## config.mk

```make
export PLATFORM = sky130hd
export DESIGN_NAME = instr_fetch_flat
export DESIGN_NICKNAME = d
export VERILOG_FILES = /design/src/rtl/instr_fetch_if.sv /design/src/rtl/instr_fetch.sv /design/src/flat_wrapper.sv
export SDC_FILE = /design/constraint.sdc
export NUM_CORES = 1
export LEC_CHECK = 0
export ABC_AREA = 1
export CAP_MARGIN = 20
export CORE_MARGIN = 8
export CORE_UTILIZATION = 51
export CTS_CLUSTER_DIAMETER = 100
export DETAILED_ROUTE_END_ITERATION = 10
export PLACE_DENSITY = 0.76
export SYNTH_ARGS = -nofsm -noshare
export SYNTH_HDL_FRONTEND = slang
export SYNTH_SLANG_ARGS = --single-unit
export TNS_END_PERCENT = 50
```

## constraint.sdc

```tcl
create_clock -name clk -period 5.6 [get_ports clk]
set_clock_uncertainty 0.2 [all_clocks]
set_input_delay 1.12 -clock clk [delete_from_list [all_inputs] [get_ports clk]]
set_output_delay 1.12 -clock clk [all_outputs]
set_load 0.01 [all_outputs]
```

## src/rtl/instr_fetch_if.sv

```systemverilog
// Fetch-unit bus bundle: instruction-memory port, core-side queue port and redirect/stop controls.
interface instr_fetch_if;
    logic        mem_req;
    logic [31:0] mem_addr;
    logic        mem_ack;
    logic [31:0] mem_rdata;
    logic [31:0] last_pc;
    logic        redirect;
    logic [31:0] redirect_pc;
    logic        instr_valid;
    logic [31:0] instr_data;
    logic [31:0] instr_pc;
    logic        instr_ready;

    // Fetch unit side
    modport master (
        output mem_req, mem_addr, instr_valid, instr_data, instr_pc,
        input  mem_ack, mem_rdata, last_pc, redirect, redirect_pc, instr_ready
    );

    // Memory / core / control side
    modport slave (
        input  mem_req, mem_addr, instr_valid, instr_data, instr_pc,
        output mem_ack, mem_rdata, last_pc, redirect, redirect_pc, instr_ready
    );
endinterface

```

## src/rtl/instr_fetch.sv

```systemverilog
// Instruction fetch unit: issues word reads, buffers DEPTH {pc,data} entries, hands them to the core.
module instr_fetch #(
    parameter int unsigned DEPTH    = 4,
    parameter logic [31:0] RESET_PC = 32'h0
) (
    input  logic          clk,
    input  logic          rst_n,
    instr_fetch_if.master bus_io
);
    localparam int unsigned XLEN  = 32;
    localparam int unsigned PTR_W = (DEPTH > 1) ? $clog2(DEPTH) : 1;
    localparam int unsigned CNT_W = PTR_W + 1;

    localparam logic [1:0] S_IDLE    = 2'd0;
    localparam logic [1:0] S_WAIT    = 2'd1;
    localparam logic [1:0] S_DISCARD = 2'd2;
    localparam logic [1:0] S_HALT    = 2'd3;

    typedef struct packed {
        logic [XLEN-1:0] pc;
        logic [XLEN-1:0] data;
    } entry_t;

    logic [1:0]       state_q, state_d;
    logic [XLEN-1:0]  fetch_pc_q, fetch_pc_d;
    logic [XLEN-1:0]  target_q, target_d;
    logic             target_halt_q, target_halt_d;
    logic [PTR_W-1:0] head_q, head_d;
    logic [PTR_W-1:0] tail_q, tail_d;
    logic [CNT_W-1:0] count_q, count_d;
    logic             mem_req_q, mem_req_d;
    logic             valid_q, valid_d;
    entry_t           out_q, out_d;
    entry_t           queue_q [DEPTH];

    logic             acked;
    logic             push;
    logic             pop;
    logic             redir_halt;
    logic [CNT_W-1:0] count_push;
    entry_t           new_entry;

    assign bus_io.mem_req     = mem_req_q;
    assign bus_io.mem_addr    = fetch_pc_q;
    assign bus_io.instr_valid = valid_q;
    assign bus_io.instr_data  = out_q.data;
    assign bus_io.instr_pc    = out_q.pc;

    // Next-state logic: fetch FSM, queue pointers and registered head view
    always_comb begin
        state_d       = state_q;
        fetch_pc_d    = fetch_pc_q;
        target_d      = target_q;
        target_halt_d = target_halt_q;
        head_d        = head_q;
        tail_d        = tail_q;
        count_d       = count_q;
        out_d         = out_q;
        push          = 1'b0;
        acked         = mem_req_q & bus_io.mem_ack;
        pop           = valid_q & bus_io.instr_ready & ~bus_io.redirect;
        redir_halt    = bus_io.redirect_pc > bus_io.last_pc;
        count_push    = count_q + CNT_W'(1) - CNT_W'(pop);
        new_entry     = '{pc: fetch_pc_q, data: bus_io.mem_rdata};

        if (bus_io.redirect) begin
            // An unacked request cannot be withdrawn, so its response is discarded first
            if ((state_q == S_WAIT || state_q == S_DISCARD) && !acked) begin
                target_d      = bus_io.redirect_pc;
                target_halt_d = redir_halt;
                state_d       = S_DISCARD;
            end else begin
                fetch_pc_d = bus_io.redirect_pc;
                state_d    = redir_halt ? S_HALT : S_WAIT;
            end
        end else begin
            case (state_q)
                S_IDLE: begin
                    if (count_q < CNT_W'(DEPTH)) state_d = S_WAIT;
                end
                S_WAIT: begin
                    if (acked) begin
                        push = 1'b1;
                        if (fetch_pc_q == bus_io.last_pc) begin
                            state_d = S_HALT;
                        end else begin
                            fetch_pc_d = fetch_pc_q + XLEN'(1);
                            state_d    = (count_push < CNT_W'(DEPTH)) ? S_WAIT : S_IDLE;
                        end
                    end
                end
                S_DISCARD: begin
                    if (acked) begin
                        fetch_pc_d = target_q;
                        state_d    = target_halt_q ? S_HALT : S_WAIT;
                    end
                end
                default: begin
                end
            endcase
        end

        mem_req_d = (state_d == S_WAIT) || (state_d == S_DISCARD);

        if (bus_io.redirect) begin
            head_d  = '0;
            tail_d  = '0;
            count_d = '0;
        end else begin
            head_d  = head_q + PTR_W'(pop);
            tail_d  = tail_q + PTR_W'(push);
            count_d = count_q + CNT_W'(push) - CNT_W'(pop);
        end

        valid_d = (count_d != '0);

        // Head view bypasses the array when the pushed word becomes the head immediately
        if (!bus_io.redirect && valid_d) begin
            out_d = (push && (count_q == CNT_W'(pop))) ? new_entry : queue_q[head_d];
        end
    end

    // State and output registers
    always_ff @(posedge clk or negedge rst_n) begin
        if (!rst_n) begin
            state_q       <= S_IDLE;
            fetch_pc_q    <= RESET_PC;
            target_q      <= '0;
            target_halt_q <= 1'b0;
            head_q        <= '0;
            tail_q        <= '0;
            count_q       <= '0;
            mem_req_q     <= 1'b0;
            valid_q       <= 1'b0;
            out_q         <= '0;
        end else begin
            state_q       <= state_d;
            fetch_pc_q    <= fetch_pc_d;
            target_q      <= target_d;
            target_halt_q <= target_halt_d;
            head_q        <= head_d;
            tail_q        <= tail_d;
            count_q       <= count_d;
            mem_req_q     <= mem_req_d;
            valid_q       <= valid_d;
            out_q         <= out_d;
        end
    end

    // Queue storage write on accepted response
    always_ff @(posedge clk) begin
        if (push) queue_q[tail_q] <= new_entry;
    end
endmodule

```

## src/flat_wrapper.sv

```systemverilog
// flat-port wrapper written by rule: the top's interface ports become plain ports
module instr_fetch_flat 
#(
    parameter int unsigned DEPTH    = 4,
    parameter logic [31:0] RESET_PC = 32'h0
)
  (clk, rst_n, bus_io_mem_req, bus_io_mem_addr, bus_io_instr_valid, bus_io_instr_data, bus_io_instr_pc, bus_io_mem_ack, bus_io_mem_rdata, bus_io_last_pc, bus_io_redirect, bus_io_redirect_pc, bus_io_instr_ready);
  instr_fetch_if bus_io_i ();
  input  logic clk;
  input  logic rst_n;
  output wire logic [$bits(bus_io_i.mem_req)-1:0] bus_io_mem_req;
  output wire logic [$bits(bus_io_i.mem_addr)-1:0] bus_io_mem_addr;
  output wire logic [$bits(bus_io_i.instr_valid)-1:0] bus_io_instr_valid;
  output wire logic [$bits(bus_io_i.instr_data)-1:0] bus_io_instr_data;
  output wire logic [$bits(bus_io_i.instr_pc)-1:0] bus_io_instr_pc;
  input wire logic [$bits(bus_io_i.mem_ack)-1:0] bus_io_mem_ack;
  input wire logic [$bits(bus_io_i.mem_rdata)-1:0] bus_io_mem_rdata;
  input wire logic [$bits(bus_io_i.last_pc)-1:0] bus_io_last_pc;
  input wire logic [$bits(bus_io_i.redirect)-1:0] bus_io_redirect;
  input wire logic [$bits(bus_io_i.redirect_pc)-1:0] bus_io_redirect_pc;
  input wire logic [$bits(bus_io_i.instr_ready)-1:0] bus_io_instr_ready;
  assign bus_io_mem_req = bus_io_i.mem_req;
  assign bus_io_mem_addr = bus_io_i.mem_addr;
  assign bus_io_instr_valid = bus_io_i.instr_valid;
  assign bus_io_instr_data = bus_io_i.instr_data;
  assign bus_io_instr_pc = bus_io_i.instr_pc;
  assign bus_io_i.mem_ack = bus_io_mem_ack;
  assign bus_io_i.mem_rdata = bus_io_mem_rdata;
  assign bus_io_i.last_pc = bus_io_last_pc;
  assign bus_io_i.redirect = bus_io_redirect;
  assign bus_io_i.redirect_pc = bus_io_redirect_pc;
  assign bus_io_i.instr_ready = bus_io_instr_ready;
  instr_fetch #(.DEPTH(DEPTH), .RESET_PC(RESET_PC)) u_core (.clk(clk), .rst_n(rst_n), .bus_io(bus_io_i));
endmodule
```

==> impl_metrics.yaml, run 1 <==
status:
  status: "completed"
worst_setup_path:
  path_max_fanout: 73
  cp-endpoint: "u_core.bus_io.instr_pc[5]"
  path_buf_inv: 5
  path_depth: 13
  arrival_ns: 4.59
  critPathCaptureType: "flop"
  slowest_stage: "or3_4"
  rr_endpoint: "u_core.bus_io.instr_pc[5]"
  crit_family: "simple AND/OR/NAND/NOR gates"
  cp_common_cell: "inv_1"
  rrSetupSlack_ns: 1.70
  r2r_start: "u_core.state_q[1]"
  start_kind: "input port"
  critical-path-max-stage-delay_ns: 0.71
  crit_start: "bus_io_mem_ack"
  cp.required_ns: 5.83
  path_class: "input port to flop"
  worstRegToRegCells: 14
  path_cells: "clkdlybuf4s50_1, nand2_1, inv_1, nand2_1, inv_1, ha_1, fa_1, inv_1, nor2_1, or3_4, buf_4, nor2_1, a31oi_2"
synthesis:
  ys_ff_latch: 396
  synth_seq_area_share: 0.611
  syn-instance-count: 1858
  synthAdderAreaFrac: 0.0298
  synth.distinct_cells: 40
  yosysWarnings: 0
  syn-num-nets: 2002
  synth_xor_xnor_area_share: 0.0182
  avgSynthCellArea_um2: 9.85
  synthMuxAreaShare: 0.00677
  synth_top_family_by_area: "simple AND/OR/NAND/NOR gates"
  synth_compound_area_frac: 0.0685
  synthSimpleGateAreaFrac: 0.213
  netlist_area_mm2: 0.0183
cells_and_area:
  num_antenna_cells: 0
  fillers: 2851
  fin_cells: 2511
  drive_above_1_share: 0.0551
  regArea_mm2: 0.0112
  multi_input_area_mm2: 0.00621
  layout.nets: 2164
  area_growth_pct: 19.8
clock_network:
  tritoncts: "yes"
  clkLatencyLatePin_ns: 0.53
  clkTransAtPathRegs_ns: 0.06
  cts_buffer_depth: 3
  hold_buffers: 0
  clock-root-buffer: "clkbuf_16"
  cts.sinks: 396
  cts_resized: 0
  post_cts_buffers: 0
  htreeDepth: 2
  numCtsBuffers: 40
detailed_routing:
  routedWlPerCell_um: 19.4
  routed_via_density: 5.66
  drt_iter0_drc: 1450
  drtPass1Iterations: 6
  via_count: 14200
  wl_um: 48700
  remaining_drc_errors: 0
  ant_nets: 0
timing:
  hold_viol_final: 0
  tightestPinTransition_ns: 1.05
  finalMaxSlewViolations: 0
  finalSetupViolations: 0
  period_share: 0.778
  fin_ws_ns: 1.24
  slew_headroom: 0.297
  grt_setup_unrepaired: "no"
  period_minus_slack_ns: 4.36
  fmax_mhz: 229
global_route:
  grt_overflow: 0
  grt_pass1_wl_um: 76300
  grt_max_degree: 129
  first_global_vias: 14000
  track_usage: 0.228
  antenna_found_initial: 0
floorplan:
  die_area_mm2: 0.0422
  io_pins: 199
  die_h_um: 205
  row_count: 69
  fp.coreArea_mm2: 0.0355
  die-width_um: 205
  initial_utilization: 0.516
power_and_ir_drop:
  ir_worst_vdd_uv: 289
  power.internal_w: 0.00680
  powerDensity_mw_per_mm2: 473
  p_seq_frac: 0.433
  power.share.clock: 0.258
  leakagePower_nw: 8.70
  switching_power_w: 0.00356
  comb_power_share: 0.309
  p_sw_frac: 0.344
placement:
  io_buffers: 198
  dpl.cell_count: 2439
  dp_slack_ns: 0.707
  hpwl_um: 30200
  gp_congestion: 0.912
run:
  maxCapViolCount: 0
min_path:
  hold_path_class: "flop to flop"
## registers in the layout (all words and copies together), names as in the netlist, 2 cells and up
signal                    flops
u_core.bus_io.instr_data     32
u_core.bus_io.instr_pc       32
u_core.bus_io.mem_addr       32
u_core.count_q                3
u_core.head_q                 2
u_core.queue_q              256
u_core.state_q                2
u_core.tail_q                 2
u_core.target_q              32
## tightest hold or removal path, stage by stage (launching register included)
cell and delay [ns]:
dfrtp_1 0.35, nand2_1 0.05, o21ai_0 0.05
## synth_stat cells
| library cell | count | area (um2) |
|---|---|---|
| a21oi_1 | 44 | 220 |
| a22oi_1 | 3 | 22.5 |
| a31o_2 | 1 | 8.76 |
| a31oi_1 | 65 | 407 |
| a31oi_2 | 2 | 25.0 |
| and3_1 | 2 | 12.5 |
| buf_1 | 4 | 15.0 |
| buf_2 | 40 | 200 |
| buf_6 | 9 | 101 |
| clkbuf_1 | 48 | 180 |
| clkbuf_2 | 2 | 10.0 |
| dfrtp_1 | 140 | 3500 |
| edfxtp_1 | 256 | 7690 |
| fa_1 | 1 | 20.0 |
| ha_1 | 42 | 526 |
| inv_1 | 115 | 432 |
| inv_2 | 4 | 15.0 |
| mux2_2 | 11 | 124 |
| nand2_1 | 533 | 2000 |
| nand2_2 | 1 | 6.26 |
| nand3_1 | 237 | 1190 |
| nand4_1 | 9 | 56.3 |
| nand4_2 | 1 | 12.5 |
| nor2_1 | 125 | 469 |
| nor2_2 | 3 | 18.8 |
| nor3_1 | 15 | 75.1 |
| nor3_2 | 2 | 20.0 |
| nor3_4 | 1 | 16.3 |
| nor3b_1 | 1 | 7.51 |
| nor4_1 | 1 | 6.26 |
| o211ai_1 | 24 | 180 |
| o21a_1 | 1 | 7.51 |
| o21ai_0 | 59 | 295 |
| o21ai_1 | 12 | 60.1 |
| o221ai_1 | 1 | 8.76 |
| o22ai_1 | 3 | 18.8 |
| or2_2 | 1 | 6.26 |
| or3_4 | 1 | 11.3 |
| xnor2_1 | 22 | 193 |
| xor2_1 | 16 | 140 |
## metal layers
metal / global-route usage / vias up / share of wire
li1: - / 6655 / -
met1: 0.311 / 6856 / 0.42
met2: 0.374 / 618 / 0.48
met3: 0.0365 / 76 / 0.079
met4: 0.0692 / 0 / 0.023
met5: 0 / - / 0
## cells in the final DEF (no fill, tap or decap), types with 2 or more instances in the layout
cell type / n
a22oi_1: 3
edfxtp_1: 256
a31oi_1: 65
xor2_1: 16
a31oi_2: 2
clkinv_1: 6
nand2_1: 532
bufinv_16: 5
nand2_2: 2
inv_1: 114
dfrtp_1: 140
clkbuf_1: 15
xnor2_1: 22
nor2_1: 125
nand4_1: 9
clkbuf_8: 2
o22ai_1: 3
nor2_2: 3
a21oi_1: 44
clkbuf_16: 41
clkdlybuf4s50_1: 197
nor3_4: 2
nand3_1: 236
o211ai_1: 24
ha_1: 42
buf_12: 2
nor3_2: 6
and3_1: 2
inv_2: 4
o21ai_0: 59
o21ai_1: 12
nor3_1: 10
clkinv_2: 2
buf_4: 23
mux2_2: 11
## cell type report
type / instances / area share
Sequential cell: 396 / 0.510
Clock buffer: 58 / 0.0506
Inverter: 119 / 0.0205
Multi-Input combinational cell: 1240 / 0.283
Timing Repair Buffer: 223 / 0.100
Clock inverter: 14 / 0.00873
Tap cell: 461 / 0.0263
## worst min-delay path by stage
stage	startpoint	endpoint	slack, ns	cells after the start
detailed placement	u_core.target_q[0]	u_core.target_q[0]	0.27	2
finish	u_core.target_halt_q	u_core.target_halt_q	0.29	2
CTS	u_core.target_q[0]	u_core.target_q[0]	0.29	2
floorplan	u_core.target_q[26]	u_core.target_q[26]	0.25	2
global route	u_core.target_q[10]	u_core.target_q[10]	0.30	2
global placement	u_core.target_q[27]	u_core.target_q[27]	0.27	2
## power by group through the flow
stage | Clock (W) | Sequential (W) | Combinational [W]
4_1_cts | 0.00271 | 0.00448 | 0.00322
3_3_place_gp | 0 | 0.00451 | 0.00310
5_1_grt | 0.00282 | 0.00456 | 0.00355
3_5_place_dp | 0 | 0.00453 | 0.00320
6_report | 0.00267 | 0.00449 | 0.00320
2_1_floorplan | 0 | 0.00439 | 0.00183
## cells by family after synthesis
| logic type | count (synthesis) |
|---|---|
| simple gates | 933 |
| flops | 396 |
| buf+inv | 222 |
| compound gates | 215 |
| fa+ha+maj | 43 |
| xor+xnor | 38 |
| mux | 11 |
## metrics by stage
step,power [W],cell area (um2),util,TNS (ns),hold slack (ns)
2_1_floorplan,0.00621,18300,-,-304.25,0.253
3_3_place_gp,0.00761,20600,0.581,0,0.267
3_5_place_dp,0.00773,20600,0.581,0,0.274
4_1_cts,0.0104,21900,0.618,0,0.289
5_1_grt,0.0109,21900,0.618,0,0.301
6_report,0.0104,21900,0.618,0,0.287
(Power assumes the default switching activity.)
==> inputs of run 2 (changes only) <==
--- a/config.mk
+++ b/config.mk
@@ -8,10 +8,10 @@
 export ABC_AREA = 1
 export CAP_MARGIN = 20
 export CORE_MARGIN = 8
-export CORE_UTILIZATION = 51
+export CORE_UTILIZATION = 55
 export CTS_CLUSTER_DIAMETER = 100
 export DETAILED_ROUTE_END_ITERATION = 10
-export PLACE_DENSITY = 0.76
+export PLACE_DENSITY = 0.78
 export SYNTH_ARGS = -nofsm -noshare
 export SYNTH_HDL_FRONTEND = slang
 export SYNTH_SLANG_ARGS = --single-unit
==> constraint.sdc (replaced) <==
create_clock -name clk -period 4.3 [get_ports clk]
set_clock_uncertainty 0.2 [all_clocks]
set_input_delay 0.86 -clock clk [delete_from_list [all_inputs] [get_ports clk]]
set_output_delay 0.86 -clock clk [all_outputs]
set_load 0.01 [all_outputs]
==> run 2 against run 1 <==
  * First-iteration DRC count down 4.3%
  * Global-route usage grew 1.3 points
  * Combinational power is 30% higher
  * Final area is 0.42% higher
  * Critical path type unchanged
  * Critical endpoint is now u_core.bus_io.instr_pc[24]
  * Largest power group unchanged
==> impl_metrics.yaml, run 2 (same netlist as run 1, synthesis figures left out) <==
detailed_routing:
  via_count: 14300
  remaining_drc_errors: 0
  drtPass1Iterations: 5
  routed_via_density: 5.72
  drt_iter0_drc: 1387
  ant_nets: 0
  wl_um: 48200
  routedWlPerCell_um: 19.2
clock_network:
  cts_resized: 0
  clkTransAtPathRegs_ns: 0.06
  post_cts_buffers: 0
  cts_buffer_depth: 3
  clock-root-buffer: "clkbuf_16"
  tritoncts: "yes"
  clkLatencyLatePin_ns: 0.53
  numCtsBuffers: 40
  hold_buffers: 0
  cts.sinks: 396
  htreeDepth: 2
worst_setup_path:
  path_buf_inv: 6
  path_depth: 14
  path_class: "input port to flop"
  rr_endpoint: "u_core.bus_io.instr_pc[24]"
  cp_common_cell: "inv_1"
  rrSetupSlack_ns: 1.04
  crit_family: "buffers and inverters"
  start_kind: "input port"
  path_max_fanout: 88
  arrival_ns: 3.83
  critical-path-max-stage-delay_ns: 0.50
  crit_start: "bus_io_redirect"
  r2r_start: "u_core.state_q[1]"
  cp.required_ns: 4.48
  worstRegToRegCells: 14
  slowest_stage: "clkdlybuf4s50_1"
  path_cells: "clkdlybuf4s50_1, inv_2, nand3_1, inv_1, ha_1, inv_1, ha_1, fa_1, inv_1, nor2_1, or3_4, buf_12, nor2_1, a31oi_1"
  cp-endpoint: "u_core.bus_io.instr_pc[24]"
  critPathCaptureType: "flop"
cells_and_area:
  largest_reg_flops: 256
  layout.nets: 2169
  layout_commonest_cell: "nand2_1"
  fillers: 2431
  regArea_mm2: 0.0112
  drive_above_1_share: 0.0598
  layout_common_cells: "nand2_1, edfxtp_1, nand3_1"
  top_register: "u_core.queue_q"
  num_antenna_cells: 0
  multi_input_area_mm2: 0.00623
  fin_area_mm2: 0.0220
  area_growth_pct: 20.3
  fin_util: 0.665
floorplan:
  initial_utilization: 0.553
  die_h_um: 198
  row_count: 67
  io_pins: 199
  die-width_um: 198
  fp.coreArea_mm2: 0.0331
  die_area_mm2: 0.0394
timing:
  hold_viol_final: 0
  finalMaxSlewViolations: 0
  tightestPinTransition_ns: 0.833
  setup_tns_ns: 0
  slew_headroom: 0.444
  hold_slack_ns: 0.136
  grt_setup_unrepaired: "no"
  fmax_mhz: 274
  period_minus_slack_ns: 3.66
  period_share: 0.850
  finalSetupViolations: 0
power_and_ir_drop:
  powerDensity_mw_per_mm2: 603
  comb_power_share: 0.314
  switching_power_w: 0.00465
  p_sw_frac: 0.350
  power.internal_w: 0.00863
  leakagePower_nw: 8.73
  total_power_w: 0.0133
  p_seq_frac: 0.440
  ir_worst_vdd_uv: 366
  power.share.clock: 0.246
placement:
  gp_congestion: 0.921
  place_area_mm2: 0.0208
  io_buffers: 198
  hpwl_um: 30300
global_route:
  track_usage: 0.241
  grt_max_degree: 93
  antenna_found_initial: 0
  first_global_vias: 14100
  grt_overflow: 0
  grt_pass1_wl_um: 75100
run:
  maxCapViolCount: 0
min_path:
  hold_path_class: "input port to async pin"
status:
  status: "completed"
[run 2: final cells by class]
class	instances	area share
Sequential cell	396	0.508
Clock buffer	54	0.0493
Inverter	119	0.0204
Multi-Input combinational cell	1240	0.283
Timing Repair Buffer	228	0.107
Clock inverter	20	0.00642
Tap cell	448	0.0255
[run 2: worst min-delay path by stage]
stage	startpoint	endpoint	cells past startpoint
floorplan	u_core.target_q[26]	u_core.target_q[26]	2
global placement	u_core.target_q[23]	u_core.target_q[23]	2
detailed placement	u_core.target_q[0]	u_core.target_q[0]	2
CTS	rst_n	u_core.bus_io.instr_data[19]	1
global route	rst_n	u_core.bus_io.instr_data[19]	1
finish	rst_n	u_core.bus_io.instr_data[19]	1
[run 2: power by group through the flow]
stage	sequential (W)	clock, W	combinational, W
finish	0.00584	0.00326	0.00417
global route	0.00594	0.00344	0.00461
CTS	0.00582	0.00330	0.00418
detailed placement	0.00589	0	0.00415
global placement	0.00587	0	0.00402
floorplan	0.00571	0	0.00238
[run 2: metal layers]
layer	vias up	global-route usage	part of all wire
li1	6679	-	-
met3	92	0.0404	0.090
met4	0	0.0881	0.029
met2	678	0.398	0.47
met1	6892	0.321	0.41
met5	-	0	0
[run 2: metrics by stage]
step / worst slack [ns] / cells
after floorplan: -0.308 / 1858
after global placement: 0.265 / 2431
after detailed placement: 0.158 / 2431
after CTS: 0.680 / 2505
after global routing: 0.517 / 2505
final: 0.645 / 2505
